==> src/rtl/xxd_pkg.sv <==
// xxd_pkg: shared definitions for the xxd reverse hex-dump decoder.
//   - pin index constants for the Tiny Tapeout uio_in / uio_out buses
//   - whitespace character constants
//   - decode state enum
//   - hex_nibble(): classifies one ASCII character and yields its nibble value
package xxd_pkg;

  // uio_in bit positions
  localparam int IDX_IN_VALID  = 0;
  localparam int IDX_OUT_READY = 1;
  localparam int IDX_CLR_ERR   = 2;

  // uio_out bit positions
  localparam int IDX_IN_READY  = 3;
  localparam int IDX_OUT_VALID = 4;
  localparam int IDX_ERR       = 5;
  localparam int IDX_PENDING   = 6;

  // Characters that are silently skipped
  localparam logic [7:0] CH_SPACE = 8'h20;
  localparam logic [7:0] CH_TAB   = 8'h09;
  localparam logic [7:0] CH_LF    = 8'h0A;
  localparam logic [7:0] CH_CR    = 8'h0D;

  // HI: waiting for the high nibble; LO: high nibble held, waiting for the low one
  typedef enum logic {
    HI = 1'b0,
    LO = 1'b1
  } state_e;

  typedef struct packed {
    logic       is_hex;
    logic       is_ws;
    logic [3:0] nibble;
  } hex_class_t;

  // Classify a character. Letters A-F / a-f share the low bits 1..6, so adding
  // 9 maps them onto 10..15 regardless of case.
  function automatic hex_class_t hex_nibble(input logic [7:0] ch);
    hex_class_t res;
    res.is_hex = 1'b0;
    res.is_ws  = 1'b0;
    res.nibble = 4'h0;
    if ((ch >= 8'h30) && (ch <= 8'h39)) begin
      res.is_hex = 1'b1;
      res.nibble = ch[3:0];
    end else if (((ch >= 8'h41) && (ch <= 8'h46)) || ((ch >= 8'h61) && (ch <= 8'h66))) begin
      res.is_hex = 1'b1;
      res.nibble = ch[3:0] + 4'd9;
    end else if ((ch == CH_SPACE) || (ch == CH_TAB) || (ch == CH_LF) || (ch == CH_CR)) begin
      res.is_ws = 1'b1;
    end else begin
      res.is_ws = 1'b0;
    end
    return res;
  endfunction

endpackage

==> src/rtl/xxd_byte_fifo.sv <==
// xxd_byte_fifo: DEPTH x 8 synchronous FIFO.
//   clk, rst_n : clock, asynchronous active-low reset (empties the FIFO)
//   push, din  : write din when push && !full
//   pop        : drop the head when pop && !empty
//   head       : current head byte, 8'h00 while empty
//   empty/full : occupancy flags, count : number of stored bytes
// DEPTH must be a power of two so the pointers wrap naturally.
module xxd_byte_fifo #(
  parameter int DEPTH = 4
) (
  input  logic                       clk,
  input  logic                       rst_n,
  input  logic                       push,
  input  logic [7:0]                 din,
  input  logic                       pop,
  output logic [7:0]                 head,
  output logic                       empty,
  output logic                       full,
  output logic [$clog2(DEPTH):0]     count
);

  localparam int AW = $clog2(DEPTH);
  localparam int CW = AW + 1;
  localparam logic [AW-1:0] PTR_ONE = AW'(1);
  localparam logic [CW-1:0] CNT_ONE = CW'(1);

  logic [7:0]    mem_r [DEPTH];
  logic [AW-1:0] wr_ptr_r;
  logic [AW-1:0] rd_ptr_r;
  logic [CW-1:0] count_r;
  logic          push_ok_s;
  logic          pop_ok_s;

  assign empty     = (count_r == CW'(0));
  assign full      = (count_r == CW'(DEPTH));
  assign count     = count_r;
  assign push_ok_s = push && !full;
  assign pop_ok_s  = pop && !empty;
  // Masking with empty hides stale storage after reset or a drain
  assign head      = empty ? 8'h00 : mem_r[rd_ptr_r];

  // Pointer and occupancy tracking
  always_ff @(posedge clk or negedge rst_n) begin
    if (!rst_n) begin
      wr_ptr_r <= '0;
      rd_ptr_r <= '0;
      count_r  <= '0;
    end else begin
      if (push_ok_s) wr_ptr_r <= wr_ptr_r + PTR_ONE;
      if (pop_ok_s)  rd_ptr_r <= rd_ptr_r + PTR_ONE;
      case ({push_ok_s, pop_ok_s})
        2'b10:   count_r <= count_r + CNT_ONE;
        2'b01:   count_r <= count_r - CNT_ONE;
        default: count_r <= count_r;
      endcase
    end
  end

  // Storage write; contents need no reset because head is masked while empty
  always_ff @(posedge clk) begin
    if (push_ok_s) mem_r[wr_ptr_r] <= din;
  end

endmodule

==> src/rtl/xxd_unhex.sv <==
// xxd_unhex: ASCII hex stream to byte decoder (xxd -r -p), Tiny Tapeout pinout.
//   ui_in        : ASCII character offered when uio_in[0] (in_valid) is high
//   uio_in[1]    : out_ready, uio_in[2] : clr_err
//   uo_out       : FIFO head byte (8'h00 when empty)
//   uio_out[3:6] : in_ready, out_valid, err, pending; other bits 0
//   uio_oe       : constant 8'b0111_1000
// Holds the two-state nibble-pairing FSM, the held nibble and the sticky error.
module xxd_unhex
  import xxd_pkg::*;
#(
  parameter int DEPTH = 4
) (
  input  logic       clk,
  input  logic       rst_n,
  input  logic       ena,
  input  logic [7:0] ui_in,
  input  logic [7:0] uio_in,
  output logic [7:0] uo_out,
  output logic [7:0] uio_out,
  output logic [7:0] uio_oe
);

  localparam int CW = $clog2(DEPTH) + 1;

  state_e        state_r;
  logic [3:0]    hi_r;
  logic          err_r;

  hex_class_t    cls_s;
  logic          in_valid_s;
  logic          out_ready_s;
  logic          clr_err_s;
  logic          in_ready_s;
  logic          accept_s;
  logic          illegal_s;
  logic          push_s;
  logic          pop_s;
  logic [7:0]    head_s;
  logic          empty_s;
  logic          full_s;
  logic [CW-1:0] count_s;
  logic [7:0]    uio_out_s;
  logic          unused_s;

  assign in_valid_s  = uio_in[IDX_IN_VALID];
  assign out_ready_s = uio_in[IDX_OUT_READY];
  assign clr_err_s   = uio_in[IDX_CLR_ERR];

  assign cls_s       = hex_nibble(ui_in);
  // Backpressure depends only on the registered count, for every character class
  assign in_ready_s  = (count_s < CW'(DEPTH));
  assign accept_s    = in_valid_s && in_ready_s;
  assign illegal_s   = accept_s && !cls_s.is_hex && !cls_s.is_ws;
  assign push_s      = accept_s && cls_s.is_hex && (state_r == LO);
  assign pop_s       = out_ready_s && !empty_s;

  xxd_byte_fifo #(.DEPTH(DEPTH)) u_fifo (
    .clk   (clk),
    .rst_n (rst_n),
    .push  (push_s),
    .din   ({hi_r, cls_s.nibble}),
    .pop   (pop_s),
    .head  (head_s),
    .empty (empty_s),
    .full  (full_s),
    .count (count_s)
  );

  // Nibble-pairing FSM, held high nibble and sticky error flag
  always_ff @(posedge clk or negedge rst_n) begin
    if (!rst_n) begin
      state_r <= HI;
      hi_r    <= 4'h0;
      err_r   <= 1'b0;
    end else begin
      if (accept_s) begin
        if (cls_s.is_hex) begin
          case (state_r)
            HI: begin
              hi_r    <= cls_s.nibble;
              state_r <= LO;
            end
            LO:      state_r <= HI;
            default: state_r <= HI;
          endcase
        end else if (cls_s.is_ws) begin
          state_r <= state_r;
        end else begin
          // Illegal character drops any half-built byte
          state_r <= HI;
        end
      end
      // A new illegal character takes priority over a clear request
      if (illegal_s) begin
        err_r <= 1'b1;
      end else if (clr_err_s) begin
        err_r <= 1'b0;
      end
    end
  end

  // Status pin mapping
  always_comb begin
    uio_out_s                = 8'h00;
    uio_out_s[IDX_IN_READY]  = in_ready_s;
    uio_out_s[IDX_OUT_VALID] = !empty_s;
    uio_out_s[IDX_ERR]       = err_r;
    uio_out_s[IDX_PENDING]   = (state_r == LO);
  end

  assign uo_out   = head_s;
  assign uio_out  = uio_out_s;
  assign uio_oe   = 8'b0111_1000;
  assign unused_s = &{1'b0, ena, uio_in[7:3], full_s};

endmodule

==> config.mk <==
export PLATFORM = sky130hd
export DESIGN_NAME = xxd_unhex
export DESIGN_NICKNAME = d
export VERILOG_FILES = /design/src/rtl/xxd_pkg.sv /design/src/rtl/xxd_byte_fifo.sv /design/src/rtl/xxd_unhex.sv
export SDC_FILE = /design/constraint.sdc
export NUM_CORES = 1
export LEC_CHECK = 0
export BUFFER_PORTS_ARGS = -buffer_cell sky130_fd_sc_hd__clkbuf_2
export CAP_MARGIN = 15
export CORE_MARGIN = 5
export CORE_UTILIZATION = 50
export DETAILED_ROUTE_END_ITERATION = 16
export GPL_ROUTABILITY_DRIVEN = 0
export PLACE_DENSITY = 0.73
export SYNTH_ARGS = -nofsm -noshare
export SYNTH_HDL_FRONTEND = slang
export SYNTH_SLANG_ARGS = --single-unit
==> constraint.sdc <==
create_clock -name clk -period 3.7 [get_ports clk]
set_input_delay 0.185 -clock clk [delete_from_list [all_inputs] [get_ports clk]]
set_output_delay 0.185 -clock clk [all_outputs]
set_load 0.005 [all_outputs]
# After elaboration in Yosys (flattened, before gate mapping)
# Memory sizes are Yosys's and may differ from the RTL's.
# Cells that the tools add are included.
dict set report word_totals {
  ramBits 32
  out_inout_bits 24
  wordCells 68
  in_bits 19
  memories 1
  ff_bits 13
}
# name words word_bits read_ports rd_ports_with_merged_regs write_ports line
set memory_table {}
lappend memory_table {u_fifo.mem_r 4 8 1 0 1 xxd_byte_fifo.sv:27} ;# logic [7:0] mem_r [DEPTH];
dict set report classes {
  n_lt_le_gt_ge 7
  n_bitwise 1
  eq_ne 8
  addsub 5
  n_reduce_logical 24
  mux 16
}
# operator count
set op_table {}
lappend op_table {{equality test 8 x 4 -> 1 bit (second input constant)} 3}
lappend op_table {{greater-or-equal comparator 8 x 7 -> 1 bit (second input constant)} 2}
lappend op_table {{less-or-equal comparator 8 x 7 -> 1 bit (second input constant)} 2}
lappend op_table {{logical AND 1 bit} 11}
lappend op_table {{2-to-1 mux 1 bit} 11}
lappend op_table {{equality test 8 x 6 -> 1 bit (second input constant)} 1}
lappend op_table {{greater-or-equal comparator 8 x 6 -> 1 bit (second input constant)} 1}
lappend op_table {{less-or-equal comparator 8 x 6 -> 1 bit (second input constant)} 1}
lappend op_table {{2-to-1 mux 4 bit} 2}
lappend op_table {{2-to-1 mux 8 bit} 1}
lappend op_table {{one-hot mux 3 bit (2 select lines)} 1}
lappend op_table {{adder 2 x 1 -> 2 bit (second input constant)} 2}
lappend op_table {{adder 4 bit (second input constant)} 1}
lappend op_table {{zero test 1 bit} 4}
lappend op_table {{logical OR 1 bit} 4}
lappend op_table {{nonzero test 2 bit} 2}
lappend op_table {{adder 3 x 1 -> 3 bit (second input constant)} 1}
lappend op_table {{equality test 3 bit (second input constant)} 1}
lappend op_table {{zero test 3 bit} 1}
lappend op_table {{less-than comparator 3 bit (second input constant)} 1}
lappend op_table {{AND reduction 3 bit} 1}
lappend op_table {{subtractor 3 x 1 -> 3 bit (second input constant)} 1}
lappend op_table {{equality test 2 x 1 -> 1 bit (second input constant)} 1}
lappend op_table {{equality test 2 bit (second input constant)} 1}
lappend op_table {{4 further kinds} 4}

# Depth between registers and ports, before layout
# Gate-level depths: netlist of the first run.
dict set report logic_depth {
  ltp_word 10
  mapped_depth 12
  ltp_nobuf 12
}

# Cells and area by module
# From an unflattened synthesis of the first run, not the netlist that was laid out.
dict set report hier_totals {
  hier_cells 176
  area_unflattened_um2 2357.3
}
# mod seq_area_each_um2 area_each_um2 instances cells_each
set modules_own_cells {}
lappend modules_own_cells {xxd_byte_fifo 1136.1 1656.6 1 89}
lappend modules_own_cells {xxd_unhex 150.1 700.7 1 87}

# Worst setup path before layout of the first run
# OpenSTA, ideal clock, no wires.
dict set report synth_timing {
  kind {input-to-reg}
  from {in ui_in[0]}
  to {reg u_fifo.count_r[2], in the netlist u_fifo.count[2]}
  required_ns 3.620
  path_buffers 0
  stages 12
  setup_time_ns 0.080
  slack_ns 1.492
  arrival_time_ns 2.128
  path_cell_list {inv_1 -> ha_1 -> nor3b_4 -> nor3_4 -> o2111a_4 -> inv_1 -> ha_1 -> inv_1 -> fa_1 -> xor2_1 -> nor2_1 -> xnor2_1}
}
dict set report synth_between {
  elab_chain_len 10
  elab_cells_between_ends 19
  classes_between {order compare: 6; eq/ne: 2; mux: 3; reduce/logical: 8}
}
# element line
set synth_lines {}
lappend synth_lines {{from (decl)} xxd_unhex.sv:16} ;# input logic [7:0] ui_in,
lappend synth_lines {{greater-or-equal comparator 8 x 7 -> 1 bit or less-or-equal comparator 8 x 7 -> 1 bit (tied branches)} xxd_pkg.sv:47} ;# end else if (((ch >= 8'h41) && (ch <= 8'h46)) || ((ch >= 8'h61) && (ch <= 8'h66))) begin
lappend synth_lines {{logical AND 1 bit} xxd_pkg.sv:47}
lappend synth_lines {{logical OR 1 bit} xxd_pkg.sv:47}
lappend synth_lines {{2-to-1 mux 1 bit} xxd_pkg.sv:47}
lappend synth_lines {{2-to-1 mux 1 bit *} xxd_pkg.sv:44} ;# if ((ch >= 8'h30) && (ch <= 8'h39)) begin
lappend synth_lines {{logical AND 1 bit * (2 in series)} xxd_unhex.sv:54} ;# assign push_s = accept_s && cls_s.is_hex && (state_r == LO);
lappend synth_lines {{logical AND 1 bit *} xxd_byte_fifo.sv:37} ;# assign push_ok_s = push && !full;
lappend synth_lines {{equality test 2 x 1 -> 1 bit or equality test 2 bit (tied branches)} xxd_byte_fifo.sv:51} ;# case ({push_ok_s, pop_ok_s})
lappend synth_lines {{one-hot mux 3 bit (2 select lines) or nonzero test 2 bit (tied branches)} n/a}
lappend synth_lines {{to (signal assigned)} xxd_byte_fifo.sv:52} ;# 2'b10: count_r <= count_r + CNT_ONE;
lappend synth_lines {{to (signal assigned)} xxd_byte_fifo.sv:53} ;# 2'b01: count_r <= count_r - CNT_ONE;
lappend synth_lines {{to (signal assigned)} xxd_byte_fifo.sv:54} ;# default: count_r <= count_r;
lappend synth_lines {{to (decl)} xxd_byte_fifo.sv:30} ;# logic [CW-1:0] count_r;
# Every way passes the cells marked *; elsewhere a longest branch is shown, timed or not.
# A chain may end at the register's enable or synchronous reset.

# Worst setup path after layout of the first run
dict set report layout_timing {
  from {in ui_in[0]}
  to {reg u_fifo.count_r[1], in the netlist u_fifo.count[1]}
}
# Same word-level chain as after synthesis.

==> out/metrics.yaml, run 1 <==
ys_async_sr_fraction_pct: 28.9
grt_pass1_vias: 1421
fin_crit_sh_pct: 65.0
wl_um: 4000
grt_use_met1_pct: 17.7
first_iter_violations: 25
crit_family: "compound AO/OA/AOI/OAI gates"
post_cts_resize_count: 0
synth.top_cell.area_share_pct: 41.1
detail_route.wl_per_cell_um: 16.4
die_h_um: 78.4
pwr-share-seq_pct: 51.1
yosys_warnings: 0
worst_pin_slew_ns: 0.626
dieArea_um2: 6140
synthFlopType: "edfxtp_1"
synth_area_leaders: "edfxtp_1 (41%), dfrtp_1 (14%), mux4_2 (7.7%), buf_4 (4.8%), ha_1 (4.8%)"
timing.hold.ws_ns: 0.0609
initial_core_util_pct: 52.6
grt-busiest-layer: "met2"
layout_common_cells: "edfxtp_1 (32), clkbuf_2 (24), and2_1 (14)"
synth_cell_types: 51
vias_per_cell: 5.47
cts.clk_slew.worst_paths_ns: 0.08
leakage_nw: 1.03
drv_slew: 0
p_int_mw: 0.998
dp_worst_setup_slack_ns: 1.02
synth_top_area_cell: "edfxtp_1"
fin_area_um2: 2510
area_growth_pct: 7.38
final_common_cell: "edfxtp_1"
core.rowCount: 24
avgSynthCellArea_um2: 13.8
synth_seq_area_share_pct: 55.0
setup_viol: 0
dp.cells: 235
crit_fanout: 8
num-nets-final: 220
grt_use_met3_pct: 3.32
placed_cell_area_um2: 2420
grt_max_degree: 14
critPathKind: "in -> reg"
worst_setup_path_end_kind: "register"
core_um2: 4440
synth_edf_count: 32
dpl.hpwl_um: 2960
via_count: 1335
portBuffers: 24
syn_inst: 169
clock_latency_ns: 0.29
min_delay_path_depth: 2
critPathBufInv: 4
worstSetupPathDepth: 11
syn_area_um2: 2340
hold_path_class: "in -> reg"
cp.required_ns: 3.91
power.density_nw_per_um2: 566
fillCellCount: 391
post_cts_buffers: 0
tns_ns: 0
drt-pass1-iter-count: 4
fin_worst_skew_ns: 0.00936
timing.critical_path.mode_cell: "inv_1"
slowest_delay_ns: 0.52
root_buffer: "clkbuf_8"
final_util_pct: 56.5
grt_pass1_wl_um: 6850
antenna_left: 0
tritoncts: "yes"
maxSlewHeadroom_pct: 58.3
crit_chain: "clkbuf_2, inv_1, ha_1, o21bai_2, a21oi_1, o2111a_4, inv_1, ha_1, inv_1, fa_1, o21ai_0"
cts_buffer_depth: 2
maxCapViolCount: 0
crit_slowest_cell: "a21oi_1"
die_x_um: 78.4
cp.arrival_ns: 2.61
fmax_ghz: 0.416
fin_ws_ns: 1.29
hold_viol_final: 0
cts_buffers: 5
drive_above_1_share_pct: 26.0
clkPwrFrac_pct: 19.5
cts_sinks: 45
period_needed_ns: 2.41
final_cells: 244
p_sw_share_pct: 29.8
use_met2_pct: 25.1
power.total_mw: 1.42
power_switching_mw: 0.424
pin_count: 43
peakVddDrop_mv: 0.215
ys_seq_elements: 45
overflow: 0
status: "finished, final reports clean"
route.detailed.drc: 0
start_kind: "primary input"
antenna_found_initial: 0
track_usage_pct: 14.6
pwr-share-comb_pct: 29.4
rsz0062_at_grt: "false"
reg2regPathDepth: 6
diodes: 0
cts_max_level: 2
cell families after synthesis:
group	synth area share (%)
flops	55.0
simple gates	11.0
buf+inv	7.92
compound gates	8.03
mux	9.79
fa+ha+maj	5.67
xor+xnor	2.25
other cells	0.321
cell usage after synthesis (3+ instances only):
cell / n
nor2_1: 3
clkbuf_1: 3
dfrtp_1: 13
a21oi_1: 3
buf_4: 15
mux4_2: 8
xnor2_1: 4
ha_1: 9
o21ai_0: 6
edfxtp_1: 32
nand2_1: 6
inv_1: 12
and2_1: 14
final cells by class:
| class | instances | area [µm²] | area share, % |
|---|---|---|---|
| Sequential cell | 45 | 1290 | 51.2 |
| Clock buffer | 8 | 80.1 | 3.19 |
| Tap cell | 52 | 65.1 | 2.59 |
| Multi-Input combinational cell | 102 | 905 | 36.0 |
| Inverter | 12 | 45.0 | 1.79 |
| Timing Repair Buffer | 25 | 130 | 5.18 |
layer usage:
metal | vias to the layer above | wire length, µm | part of all wire (%)
met1 | 643 | 1620 | 40
met5 | - | 0 | 0
met3 | 6 | 273 | 6.8
met2 | 58 | 2050 | 51
met4 | 0 | 54 | 1.4
li1 | 628 | - | -
power groups by stage:
stage               clock [mW]  combinational (mW)  sequential, mW
global route             0.315               0.471           0.743
finish                   0.278               0.418           0.726
detailed placement           0               0.423           0.740
CTS                      0.290               0.425           0.729
floorplan                    0               0.365           0.667
global placement             0               0.408           0.731
sequential cells by signal, summed over array words and instances, names as in the netlist:
| signal | flops |
|---|---|
| err_r | 1 |
| state_r | 1 |
| u_fifo.count | 3 |
| u_fifo.rd_ptr_r | 2 |
| u_fifo.mem_r | 32 |
| hi_r | 4 |
| u_fifo.wr_ptr_r | 2 |
what timing repair did:
action	4_1_cts	5_1_grt
hold buffers	1	0
endpoints found under the setup margin	0	0
endpoints found under the hold margin	13	0
worst reg2reg max path, delay by kind of cell (launching register included):
| family | cells | cell delay [ns] |
|---|---|---|
| DFF | 1 | 0.39 |
| and+or+nand+nor | 2 | 0.79 |
| AOI/OAI and AO/OA | 1 | 0.18 |
| adders and majority gates | 2 | 0.65 |
| buffers and inverters | 1 | 0.08 |
worst paths after layout:
check / start / to / slack [ns]
min: uio_in[2] / err_r / 0.06
min reg2reg: u_fifo.count[0] / u_fifo.count[0] / 0.52
max: ui_in[0] / u_fifo.count[1] / 1.29
max in group asynchronous: rst_n / u_fifo.count[0] / 3.12
min in group asynchronous: rst_n / u_fifo.count[1] / 0.32
max reg2reg: u_fifo.count[1] / u_fifo.count[1] / 1.52
Power figures use the tool's default switching activity.
==> inputs of run 2 (changes only) <==
--- a/config.mk
+++ b/config.mk
@@ -5,13 +5,14 @@
 export SDC_FILE = /design/constraint.sdc
 export NUM_CORES = 1
 export LEC_CHECK = 0
+export ABC_AREA = 1
 export BUFFER_PORTS_ARGS = -buffer_cell sky130_fd_sc_hd__clkbuf_2
 export CAP_MARGIN = 15
 export CORE_MARGIN = 5
 export CORE_UTILIZATION = 50
 export DETAILED_ROUTE_END_ITERATION = 16
 export GPL_ROUTABILITY_DRIVEN = 0
-export PLACE_DENSITY = 0.73
+export PLACE_DENSITY = 0.76
 export SYNTH_ARGS = -nofsm -noshare
 export SYNTH_HDL_FRONTEND = slang
 export SYNTH_SLANG_ARGS = --single-unit
==> constraint.sdc (replaced) <==
create_clock -name clk -period 1.95 [get_ports clk]
set_input_delay 0.0975 -clock clk [delete_from_list [all_inputs] [get_ports clk]]
set_output_delay 0.0975 -clock clk [all_outputs]
set_load 0.005 [all_outputs]
==> run 2 against run 1 <==
Compared with the run above: setup slack got worse by 1.1 ns; power grew 110%; clock skew rose by 0.0012 ns; hold slack worse by 0.0091 ns; sequential power increased by 71%; synthesized cell count grew 36%; largest power group unchanged; highest routed layer unchanged.
==> out/metrics.yaml, run 2 <==
ys_async_sr_fraction_pct: 28.9
synth_edf_count: 32
cts_buffers: 5
met1Wirelength_um: 1790
route.detailed.drc: 0
drive_above_1_share_pct: 24.5
power.density_nw_per_um2: 1100
first_iter_violations: 146
avgSynthCellArea_um2: 10.1
start_kind: "register"
synth_top_area_cell: "edfxtp_1"
fin_crit_sh_pct: 92.0
root_buffer: "clkbuf_8"
status: "finished, final reports clean"
die_h_um: 78.0
antenna_found_initial: 0
top_layer: "met4"
cts_sinks: 45
reg2regPathDepth: 9
drv_slew: 0
hold_viol_final: 0
min_delay_path_depth: 4
yosys_warnings: 0
period_needed_ns: 1.79
setup_viol: 0
largest_reg_flops: 32
crit_fanout: 2
tritoncts: "yes"
synth_area_leaders: "edfxtp_1 (42%), dfrtp_1 (14%), nor2_1 (6.2%), buf_4 (4.9%), ha_1 (4.9%)"
initial_core_util_pct: 52.4
wl_um: 4420
fin_ws_ns: 0.155
synth_cell_types: 26
rsz0062_at_grt: "false"
synth_seq_area_share_pct: 55.6
cts_max_level: 2
syn_inst: 230
cts_buffer_depth: 2
final_cells: 326
leakage_nw: 1.20
fmax_ghz: 0.557
antenna_left: 0
cts.clk_slew.worst_paths_ns: 0.08
timing.hold.ws_ns: 0.0518
core_um2: 4410
detail_route.wl_per_cell_um: 13.6
num-nets-final: 302
cp.required_ns: 2.13
die_x_um: 78.0
layout_common_cells: "nor2_1 (38), edfxtp_1 (32), nand2_1 (28)"
post_cts_buffers: 0
vias_per_cell: 4.98
worst_setup_path_end_kind: "register"
dp.cells: 317
wl_met2_um: 2360
cp.arrival_ns: 1.98
dp_worst_setup_slack_ns: -0.0625
pin_count: 43
final_common_cell: "nor2_1"
synth.top_cell.area_share_pct: 41.5
area_growth_pct: 16.2
r2r_slack_ns: 0.16
yosysMostFrequentCell: "nor2_1"
fin_worst_skew_ns: 0.0105
maxCapViolCount: 0
grt_pass1_vias: 1682
core.rowCount: 24
grt_max_degree: 17
portBuffers: 24
synth_common_cells: "nor2_1 (38), edfxtp_1 (32), nand2_1 (29), inv_1 (20), o21ai_0 (20)"
clock_latency_ns: 0.30
overflow: 0
syn_area_um2: 2310
regMostFlops: "u_fifo.mem_r"
track_usage_pct: 15.4
grt_pass1_wl_um: 7380
diodes: 0
drt-pass1-iter-count: 4
hold_path_class: "in -> reg"
critPathKind: "reg -> reg"
dpl.hpwl_um: 3170
met3_length_um: 224
synthFlopType: "edfxtp_1"
peakVddDrop_mv: 0.507
via_count: 1625
ys_seq_elements: 45
dieArea_um2: 6090
-- run 2: where the power goes --
group          total (mW)  leakage, nW  switching [mW]  internal (mW)
sequential           1.24        0.472           0.129           1.11
combinational        1.00        0.671           0.569          0.433
clock               0.712       0.0585           0.294          0.418
total                2.95         1.20           0.991           1.96
-- run 2: cell type report --
class	instances	area [µm²]
fillers	363	1720
flip-flops and latches	45	1290
multi-input cells	152	847
repair buffers	45	280
inverters	24	93.8
clock buffers	7	86.3
well taps	52	65.1
clock inverters	1	30.0
-- run 2: critical path: stages (launching register included) --
cell,delay (ns)
dfrtp_1,0.35
buf_4,0.12
nor3_4,0.03
nor2_1,0.16
ha_1,0.17
inv_1,0.06
fa_1,0.38
a21oi_1,0.15
o21ai_0,0.11
xor2_1,0.15
-- run 2: repair_timing --
action | 4_1_cts | 5_1_grt
resized for setup | 0 | 3
hold buffers | 1 | 0
endpoints found under the setup margin | 0 | 8
endpoints found under the hold margin | 13 | 0
-- run 2: stage by stage --
| step | TNS, ns | area, µm² | power, mW | utilization (%) |
|---|---|---|---|---|
| 2_1_floorplan | 0 | 2350 | 1.89 | - |
| 3_3_place_gp | -0.00581 | 2560 | 2.21 | 57.9 |
| 3_5_place_dp | -0.0625 | 2560 | 2.26 | 57.9 |
| 4_1_cts | 0 | 2680 | 2.97 | 60.8 |
| 5_1_grt | 0 | 2690 | 3.15 | 60.9 |
| 6_report | 0 | 2690 | 2.95 | 60.9 |
-- run 2: worst paths after layout --
| kind | start | end |
|---|---|---|
| worst min register to register | err_r | err_r |
| max in group asynchronous | rst_n | u_fifo.rd_ptr_r[1] |
| worst max register to register | u_fifo.count[2] | u_fifo.count[2] |
| min in group asynchronous | rst_n | u_fifo.count[2] |
| worst min-delay path | uio_in[2] | err_r |
| worst max-delay path | u_fifo.count[2] | u_fifo.count[2] |
-- run 2: kinds of logic after synthesis --
| logic type | count (synthesis) | share of synthesized area, % |
|---|---|---|
| adder cells (fa/ha/maj) | 10 | 5.73 |
| flip-flops | 45 | 55.6 |
| other | 2 | 0.324 |
| buffers and inverters | 43 | 9.57 |
| AND/OR/NAND/NOR | 93 | 19.8 |
| XOR/XNOR | 5 | 1.89 |
| AO/OA/AOI/OAI | 32 | 7.08 |
-- run 2: per-layer routing --
metal / vias to the layer above / track usage, %
met5: - / 0
met4: 0 / 6.08
met3: 5 / 3.78
met2: 39 / 27.6
met1: 760 / 17.3
li1: 821 / -
